## config.mk

```make
export PLATFORM = sky130hd
export DESIGN_NAME = riscv_div_ctrl
export DESIGN_NICKNAME = d
export VERILOG_FILES = /design/src/rtl/riscv_defines.sv /design/src/rtl/riscv_div_special.sv /design/src/rtl/riscv_div_ctrl.sv
export SDC_FILE = /design/constraint.sdc
export NUM_CORES = 1
export LEC_CHECK = 0
export BUFFER_PORTS_ARGS = -buffer_cell sky130_fd_sc_hd__buf_2
export CORE_MARGIN = 2
export CORE_UTILIZATION = 45
export DETAILED_ROUTE_END_ITERATION = 10
export PLACE_DENSITY = 0.89
export RECOVER_POWER = 100
export SLEW_MARGIN = 0
export SYNTH_ARGS = -nofsm -noshare
export SYNTH_HDL_FRONTEND = slang
export SYNTH_SLANG_ARGS = --single-unit
```

## constraint.sdc

```tcl
create_clock -name clk -period 2.1 [get_ports clk]
set_clock_uncertainty 0.1 [all_clocks]
set_input_delay 0.105 -clock clk [delete_from_list [all_inputs] [get_ports clk]]
set_output_delay 0.105 -clock clk [all_outputs]
set_load 0.01 [all_outputs]
```

## src/rtl/riscv_defines.sv

```systemverilog
// Shared core definitions: ALU opcodes and the divide front-end state type.
package riscv_defines;

  localparam int ALU_OP_WIDTH = 7;

  localparam logic [ALU_OP_WIDTH-1:0] ALU_DIVU = 7'b0110000;
  localparam logic [ALU_OP_WIDTH-1:0] ALU_DIV  = 7'b0110001;
  localparam logic [ALU_OP_WIDTH-1:0] ALU_REMU = 7'b0110010;
  localparam logic [ALU_OP_WIDTH-1:0] ALU_REM  = 7'b0110011;

  typedef enum logic [2:0] {
    DIV_IDLE,
    DIV_ISSUE,
    DIV_WAIT,
    DIV_DRAIN,
    DIV_DONE
  } div_state_t;

endpackage

```

## src/rtl/riscv_div_special.sv

```systemverilog
// Decodes a divide op and resolves the RISC-V divide-by-zero and signed
// overflow cases without involving the iterative divider.
module riscv_div_special
  import riscv_defines::*;
(
  input  logic [ALU_OP_WIDTH-1:0] operator_i,
  input  logic [31:0]             operand_a_i,
  input  logic [31:0]             operand_b_i,
  output logic                    is_special,
  output logic [31:0]             special_result,
  output logic                    is_signed,
  output logic                    sel_rem
);

  logic b_zero, ovf;

  assign is_signed = (operator_i == ALU_DIV) || (operator_i == ALU_REM);
  assign sel_rem   = (operator_i == ALU_REM) || (operator_i == ALU_REMU);
  assign b_zero    = (operand_b_i == 32'h0);
  assign ovf       = is_signed && (operand_a_i == 32'h8000_0000) &&
                     (operand_b_i == 32'hFFFF_FFFF);

  assign is_special = b_zero || ovf;

  // Divide-by-zero takes priority; the overflow quotient equals the dividend.
  always_comb begin
    special_result = 32'h0;
    if (b_zero)
      special_result = sel_rem ? operand_a_i : 32'hFFFF_FFFF;
    else if (ovf)
      special_result = sel_rem ? 32'h0 : 32'h8000_0000;
  end

endmodule

```

## src/rtl/riscv_div_ctrl.sv

```systemverilog
// EX-stage divide sequencer: handles special cases locally, otherwise issues
// to the multi-cycle divider core and holds the result until EX takes it.
module riscv_div_ctrl
  import riscv_defines::*;
(
  input  logic                    clk,
  input  logic                    rst,
  input  logic                    div_en_i,
  input  logic [ALU_OP_WIDTH-1:0] operator_i,
  input  logic [31:0]             operand_a_i,
  input  logic [31:0]             operand_b_i,
  input  logic                    flush_i,
  input  logic                    ex_ready_i,
  output logic                    ready_o,
  output logic [31:0]             result_o,
  output logic                    dvd_valid_o,
  input  logic                    dvd_ready_i,
  output logic [31:0]             dvd_dividend_o,
  output logic [31:0]             dvd_divisor_o,
  output logic                    dvd_signed_o,
  input  logic                    dvd_done_i,
  input  logic [31:0]             dvd_quot_i,
  input  logic [31:0]             dvd_rem_i
);

  div_state_t  state_q, state_d;
  logic        sel_rem_q;
  logic        accept;
  logic        is_special, is_signed, sel_rem;
  logic [31:0] special_result;

  riscv_div_special u_special (
    .operator_i     (operator_i),
    .operand_a_i    (operand_a_i),
    .operand_b_i    (operand_b_i),
    .is_special     (is_special),
    .special_result (special_result),
    .is_signed      (is_signed),
    .sel_rem        (sel_rem)
  );

  assign accept = (state_q == DIV_IDLE) && div_en_i && !flush_i;

  always_comb begin
    state_d = state_q;
    case (state_q)
      DIV_IDLE:  if (accept) state_d = is_special ? DIV_DONE : DIV_ISSUE;
      DIV_ISSUE: begin
        if (flush_i)          state_d = DIV_IDLE;
        else if (dvd_ready_i) state_d = DIV_WAIT;
      end
      // The core cannot be cancelled, so a flushed op must still be drained.
      DIV_WAIT: begin
        if (flush_i)         state_d = dvd_done_i ? DIV_IDLE : DIV_DRAIN;
        else if (dvd_done_i) state_d = DIV_DONE;
      end
      DIV_DRAIN: if (dvd_done_i) state_d = DIV_IDLE;
      DIV_DONE:  if (flush_i || ex_ready_i) state_d = DIV_IDLE;
      default:   state_d = DIV_IDLE;
    endcase
  end

  always_ff @(posedge clk) begin
    if (rst) begin
      state_q        <= DIV_IDLE;
      result_o       <= 32'h0;
      dvd_dividend_o <= 32'h0;
      dvd_divisor_o  <= 32'h0;
      dvd_signed_o   <= 1'b0;
      sel_rem_q      <= 1'b0;
    end else begin
      state_q <= state_d;
      if (accept) begin
        dvd_dividend_o <= operand_a_i;
        dvd_divisor_o  <= operand_b_i;
        dvd_signed_o   <= is_signed;
        sel_rem_q      <= sel_rem;
        if (is_special) result_o <= special_result;
      end else if (state_q == DIV_WAIT && dvd_done_i && !flush_i) begin
        result_o <= sel_rem_q ? dvd_rem_i : dvd_quot_i;
      end
    end
  end

  // Flush withdraws an un-accepted issue in the same cycle.
  assign dvd_valid_o = (state_q == DIV_ISSUE) && !flush_i;
  assign ready_o     = (state_q == DIV_DONE) || ((state_q == DIV_IDLE) && !div_en_i);

endmodule

```

==> results of run 1 <==
[per-layer routing]
metal / share of wire [%] / up-vias
met3: 8.7 / 71
met1: 38 / 2776
li1: - / 2717
met2: 50 / 383
met5: 0 / -
met4: 3.6 / 0
[registers in the layout (all words and copies together), names as in the netlist]
register	flops
dvd_dividend_o	32
state_q	3
sel_rem_q	1
dvd_signed_o	1
result_o	32
dvd_divisor_o	32
[synth_stat cells]
cell | n | area share (%)
nand2_1 | 136 | 11
a21oi_1 | 131 | 14
dfxtp_1 | 101 | 43
clkbuf_1 | 44 | 3.5
nor2_1 | 39 | 3.1
mux2i_1 | 32 | 6.8
o221a_1 | 31 | 7.4
nor4_1 | 19 | 2.5
nand4_1 | 11 | 1.5
buf_1 | 4 | 0.32
buf_2 | 3 | 0.32
inv_1 | 3 | 0.24
nor2b_1 | 3 | 0.40
nor3_1 | 3 | 0.32
a221oi_1 | 2 | 0.37
and2_1 | 2 | 0.26
nor4b_1 | 2 | 0.37
nor4bb_1 | 2 | 0.42
o31a_1 | 2 | 0.37
or4_4 | 2 | 0.48
a2111oi_0 | 1 | 0.19
a211oi_1 | 1 | 0.16
a21boi_0 | 1 | 0.16
and4_1 | 1 | 0.19
and4b_1 | 1 | 0.21
mux2_4 | 1 | 0.32
nand2b_1 | 1 | 0.13
nand3_1 | 1 | 0.11
nand4_4 | 1 | 0.45
nand4b_1 | 1 | 0.19
nand4bb_1 | 1 | 0.24
nor4_2 | 1 | 0.26
nor4_4 | 1 | 0.45
o21ai_0 | 1 | 0.11
o21ba_1 | 1 | 0.21
o31ai_1 | 1 | 0.16
o41ai_1 | 1 | 0.19
or2_2 | 1 | 0.13
or4_1 | 1 | 0.16
[kinds of logic (layout without fill, tap and decap cells)]
logic type / count (synthesis) / in the layout
AO/OA/AOI/OAI: 173 / 173
multiplexers: 33 / 33
flip-flops: 101 / 101
AND/OR/NAND/NOR: 230 / 230
buffers and inverters: 54 / 358
[power groups by stage]
stage	sequential [mW]	combinational, mW	clock, mW
final	2.01	0.659	1.32
after global routing	2.02	0.706	1.41
after CTS	2.00	0.650	1.33
after detailed placement	2.05	0.567	0
after global placement	2.05	0.555	0
after floorplan	2.08	0.203	0
[per-stage QoR]
stage,instances,setup TNS (ns)
floorplan,591,0
global placement,961,-0.124
detailed placement,961,-0.463
CTS,1032,0
global route,1031,0
finish,1031,0
[worst reg2reg max path, delay by kind of cell, from the launching register on]
family,cells,cell delay (ns)
compound gates,1,0.21
buf+inv,2,0.76
flops,1,0.34
simple gates,3,0.48
[area by class of cell]
cell class	count	area, µm²
clock buffer	11	151
clock inverter	4	56.3
fill	867	3220
inverter	3	11.3
multi-input combinational	436	2560
sequential	101	2020
tap	136	170
timing repair buffer	340	2080
[worst max-delay path by stage]
stage,to,from,slack (ns),depth (start not counted)
2_1_floorplan,result_o[31],operand_a_i[10],0.13,5
3_3_place_gp,result_o[31],operand_a_i[13],-0.10,7
3_5_place_dp,result_o[31],operand_a_i[13],-0.11,7
4_1_cts,result_o[31],operand_a_i[25],0.0002,7
5_1_grt,result_o[27],operand_b_i[13],0.008,8
6_report,result_o[31],operand_a_i[26],0.04,7
[timing repair]
action / 4_1_cts / 5_1_grt
endpoints found under the hold margin: 78 / 0
setup buffers: 0 / 1
gates resized for setup: 0 / 13
setup endpoints to repair: 0 / 33
hold buffers: 56 / 0
==> results.ini, run 1 <==
[critical_path]
rr_worst_depth=6
r2r_slack_ns=0.14
cp_cell_sequence=dlygate4sd3_1 > buf_2 > nor4b_4 > nand4_1 > or4_4 > o21ba_4 > mux2_4
path_buf_inv=2
cp_data_arrival_time_ns=2.21
crit_path_end_kind=flip-flop
reg2reg_from=state_q[2]
crit_required_ns=2.25
crit_family=simple AND/OR/NAND/NOR gates
cp-start-kind=primary input
crit_fanout=4
max_stage_delay_ns=0.55
critical_path_class=in -> reg
slowest_stage=dlygate4sd3_1
rr_endpoint=dvd_dividend_o[17]

[place]
globalplace.congestion=0.866
hpwl_mm=12.2
detailedPlace.worstSlack_ns=-0.113
place.port_buffers=240
dpl_cell_area_um2=6330

[timing]
period_share_pct=98.3
rsz0062_at_grt=no
relSlewSlack_pct=54.5
hold_slack_ns=0.00696
finalHoldViolCount=0
fin_ws_ns=0.0352
max_freq_mhz=484
setup_viol=0
fin_crit_ns=2.06
worstMarginPinSlew_ns=0.683
drv_slew=0

[die]
core_um2=10300
die_area_um2=11300
die_h_um=107
rows=37
start_util_pct=46.0
io_pins=241
die_w_um=107

[logic_synthesis]
yosys.area_share.xor_xnor_pct=0
seq_area_frac_synth_pct=42.8
synth_simple_gate_area_share_pct=22.6
ys_warn_count=0
muxShareOfSynthArea_pct=7.09
synth_top_family_by_area=compound AO/OA/AOI/OAI gates
yosysUniqueCellTypes=39
synth_nets=733
syn-cell-area_um2=4730
synth_compound_area_share_pct=23.2
syn_area_per_cell_um2=8.00
netlist_instances=591
ys_ff_latch=101
synth_adder_area_share_pct=0

[pwr]
p_sw_mw=1.10
power_density_nw_per_um2=565
total_power_mw=3.99
p_seq_share_pct=50.3
p_clk_share_pct=33.2
combPwrFrac_pct=16.5
vdd_ir_drop_max_mv=0.436
swShare_pct=27.5
p_leak_nw=2.78
intPower_mw=2.89

[grt]
grtUsageMet1_pct=36.4
gr-total-overflow=0
met3_usage_pct=7.48
use_met2_pct=57.2
grtUsageTotal_pct=31.8
antenna_found_initial=0
grt_pass1_vias=5605
grt.busiest_layer=met2
grt_max_degree=58
grt_pass1_wl_mm=28.3

[cts]
clk_pin_slew_ns=0.10
htreeDepth=3
cts_buffers=9
cts.path.max_buffers=2
insertion_delay_ns=0.36
tritoncts=yes
cts_root_buf=clkbuf_8
cts_sinks=101

[layout]
drive_gt1_share_pct=24.1
num_antenna_cells=0
area_growth_pct=49.4
fin_nets=1033
postLayoutCoreUtil_pct=68.7
mostFrequentLayoutCell=nand2_1
final_cell_mix=nand2_1 (135), buf_2 (134), a21oi_1 (131), dfxtp_1 (100), clkbuf_1 (100)
finalInstanceArea_um2=7060

[routing]
avgViaCountPerCell=5.77
routed_wl_mm=19.4
routedWlPerCell_um=18.8
drt_iter0_drc=394
drc=0
vias=5947
drtPass1Iterations=5
antenna_left=0

[hold_path]
hold_path_startpoint=operand_b_i[0]
hold_path_class=in -> reg
holdPathEnd=dvd_divisor_o[0]
min_path_cells=4

[run_status]
outcome=finished, final reports clean

[job]
cap_violations=0

(Power assumes the default switching activity.)
==> inputs of run 2 (changes only) <==
--- a/config.mk
+++ b/config.mk
@@ -6,10 +6,9 @@
 export NUM_CORES = 1
 export LEC_CHECK = 0
 export BUFFER_PORTS_ARGS = -buffer_cell sky130_fd_sc_hd__buf_2
-export CORE_MARGIN = 2
 export CORE_UTILIZATION = 45
 export DETAILED_ROUTE_END_ITERATION = 10
-export PLACE_DENSITY = 0.89
+export PLACE_DENSITY = 0.79
 export RECOVER_POWER = 100
 export SLEW_MARGIN = 0
 export SYNTH_ARGS = -nofsm -noshare
==> run 2 against run 1 <==
Effect of this change: register-to-register slack gained 0.04 ns; non-clock buffer count grew 5; wire length shrank 5.3%; global-route usage grew 1.5 points; power shrank 2.5%; maximum frequency grew 0.32%; critical path depth grew 2; cell area shrank 0.66%; clock power shrank 8%; die area shrank 3.7%; critical path type unchanged.
==> results.ini, run 2 (same netlist as run 1, synthesis figures left out) <==
[run_status]
outcome=finished, final reports clean  ; unchanged

[critical_path]
reg2reg_from=state_q[0]  ; was state_q[2]
cp_cell_sequence=dlygate4sd3_1 > buf_2 > nor4_1 > nand4_1 > buf_4 > nor2_2 > nand3_1 > buf_6 > o221a_1  ; was dlygate4sd3_1 > buf_2 > nor4b_4 > nand4_1 > or4_4 > o21ba_4 > mux2_4
crit_fanout=31  ; was 4
critical_path_class=in -> reg  ; unchanged
max_stage_delay_ns=0.55  ; about the same
endpoint=result_o[18]  ; was result_o[31]
rr_worst_depth=5  ; was 6
cp-start-kind=primary input  ; unchanged
crit_path_end_kind=flip-flop  ; unchanged
rr_endpoint=result_o[31]  ; was dvd_dividend_o[17]
r2r_slack_ns=0.18  ; was 0.14 ns
crit_start=operand_b_i[10]  ; was operand_a_i[26]
slowest_stage=dlygate4sd3_1  ; unchanged
cp_data_arrival_time_ns=2.21  ; about the same
crit_required_ns=2.25  ; about the same

[layout]
fin_nets=1038  ; was 1,033
nFillCells=869  ; was 867
mostFrequentLayoutCell=buf_2  ; was nand2_1
num_antenna_cells=0  ; unchanged
postLayoutCoreUtil_pct=68.3  ; was 68.7%
final_cells=1037  ; was 1,031
area_growth_pct=48.4  ; was 49.4%
reg.largest.list=dvd_dividend_o: 32 flops, dvd_divisor_o: 32 flops, result_o: 32 flops  ; unchanged
final_cell_mix=buf_2 (140), nand2_1 (136), a21oi_1 (131), clkbuf_1 (102), dfxtp_1 (100)  ; was nand2_1 (135), buf_2 (134), a21oi_1 (131), dfxtp_1 (100), clkbuf_1 (100)
drive_gt1_share_pct=23.9  ; was 24.1%

[die]
rows=37  ; unchanged
die_area_um2=10900  ; was 11,300 µm²
start_util_pct=46.0  ; unchanged
io_pins=241  ; unchanged
core_um2=10300  ; unchanged
die_w_um=105  ; was 107 µm
die_h_um=105  ; was 107 µm

[grt]
grt_max_degree=53  ; was 58
grtUsageTotal_pct=33.3  ; was 31.8%
grt_pass1_wl_mm=28.9  ; was 28.3 mm
gr-total-overflow=0  ; unchanged
antenna_found_initial=0  ; unchanged
grt_pass1_vias=5795  ; was 5,605

[place]
place_inst=959  ; was 961
hpwl_mm=12.0  ; was 12.2 mm
place.port_buffers=240  ; unchanged
globalplace.congestion=0.887  ; was 0.866

[pwr]
intPower_mw=2.76  ; was 2.89 mW
combPwrFrac_pct=17.0  ; was 16.5%
p_seq_share_pct=51.6  ; was 50.3%
power_density_nw_per_um2=555  ; was 565 nW/µm²
p_clk_share_pct=31.4  ; was 33.2%
vdd_ir_drop_max_mv=0.485  ; was 0.436 mV
swShare_pct=29.0  ; was 27.5%
p_sw_mw=1.13  ; was 1.10 mW
p_leak_nw=2.74  ; was 2.78 nW

[timing]
rsz0062_at_grt=no  ; unchanged
worstMarginPinSlew_ns=0.605  ; was 0.683 ns
drv_slew=0  ; unchanged
period_share_pct=98.0  ; was 98.3%
relSlewSlack_pct=59.6  ; was 54.5%
finalHoldViolCount=0  ; unchanged
fin_crit_ns=2.06  ; about the same
max_freq_mhz=486  ; was 484 MHz
setup_viol=0  ; unchanged

[routing]
avgViaCountPerCell=5.68  ; was 5.77
drt_iter0_drc=355  ; was 394
routedWlPerCell_um=17.7  ; was 18.8 µm
drc=0  ; unchanged
antenna_left=0  ; unchanged
vias=5888  ; was 5,947
drtPass1Iterations=8  ; was 5
routed_wl_mm=18.3  ; was 19.4 mm

[cts]
cts_buffers=9  ; unchanged
cts_sinks=101  ; unchanged
htreeDepth=3  ; unchanged
insertion_delay_ns=0.37  ; was 0.36 ns
tritoncts=yes  ; unchanged
cts.path.max_buffers=2  ; unchanged
clk_pin_slew_ns=0.11  ; was 0.10 ns
cts_root_buf=clkbuf_8  ; unchanged

[hold_path]
hold_path_class=in -> reg  ; unchanged

[job]
cap_violations=0  ; unchanged

==> run 2: cell count changes in the layout (fill, tap and decap cells not counted), moves of 2 or more <==
cell,before,now
buf_2,134,140
dlygate4sd3_1,53,60
clkbuf_16,2,0
inv_8,0,2
buf_6,4,2
dlymetal6s4s_1,3,0
clkbuf_1,100,102
==> run 2: power by group through the flow <==
| stage | combinational, mW | sequential [mW] | clock, mW |
|---|---|---|---|
| after floorplan | 0.203 | 2.08 | 0 |
| after global placement | 0.543 | 2.05 | 0 |
| after detailed placement | 0.559 | 2.05 | 0 |
| after CTS | 0.650 | 2.01 | 1.22 |
| after global routing | 0.710 | 2.02 | 1.32 |
| final | 0.661 | 2.01 | 1.22 |
==> run 2: timing repair <==
action,in CTS,in global routing
setup buffers,0,2
hold buffers,60,0
resized for setup,0,9
setup endpoints to repair,0,34
hold endpoints to repair,88,0
==> run 2: metrics by stage <==
| stage | setup TNS, ns | hold WS (ns) | area (µm²) | total power [mW] | setup slack, ns |
|---|---|---|---|---|---|
| floorplan | 0 | 0.141 | 4730 | 2.28 | 0.131 |
| global placement | -0.110 | 0.266 | 6300 | 2.59 | -0.104 |
| detailed placement | -0.101 | 0.279 | 6300 | 2.61 | -0.0991 |
| CTS | 0 | 0.000201 | 7090 | 3.88 | 0.0174 |
| global route | 0 | 0.0178 | 7020 | 4.05 | 0.0120 |
| finish | 0 | 0.0215 | 7020 | 3.89 | 0.0417 |
==> run 2: critical path, delay by kind of cell <==
kind | cells | cell delay (ns)
and+or+nand+nor | 4 | 0.71
AOI/OAI and AO/OA | 1 | 0.28
buffers and inverters | 4 | 1.11
==> run 2: layer usage <==
| metal | up-vias | track usage [%] | wire (µm) |
|---|---|---|---|
| met1 | 2709 | 38.7 | 6890 |
| met3 | 69 | 8.65 | 1810 |
| met4 | 0 | 14.0 | 548 |
| li1 | 2718 | - | - |
| met5 | - | 0 | 0 |
| met2 | 392 | 57.5 | 9080 |
==> run 2: area by class of cell <==
class | instances | area [µm²] | area share (%)
inverter | 3 | 11.3 | 0.161
sequential | 101 | 2020 | 28.8
timing repair buffer | 345 | 2060 | 29.4
clock inverter | 6 | 52.6 | 0.749
multi-input combinational | 436 | 2560 | 36.5
tap | 136 | 170 | 2.43
clock buffer | 10 | 138 | 1.96
==> run 2: how the worst min path moves through the flow <==
stage                          startpoint           endpoint  slack (ns)  cells past startpoint
after floorplan            operand_a_i[0]  dvd_dividend_o[0]        0.14                      2
after global placement    operand_b_i[15]  dvd_divisor_o[15]        0.27                      3
after detailed placement   operand_b_i[2]   dvd_divisor_o[2]        0.28                      3
after CTS                 operand_b_i[17]  dvd_divisor_o[17]      0.0002                      4
after global routing        operator_i[6]       dvd_signed_o        0.02                      4
final                       operator_i[6]       dvd_signed_o        0.02                      4
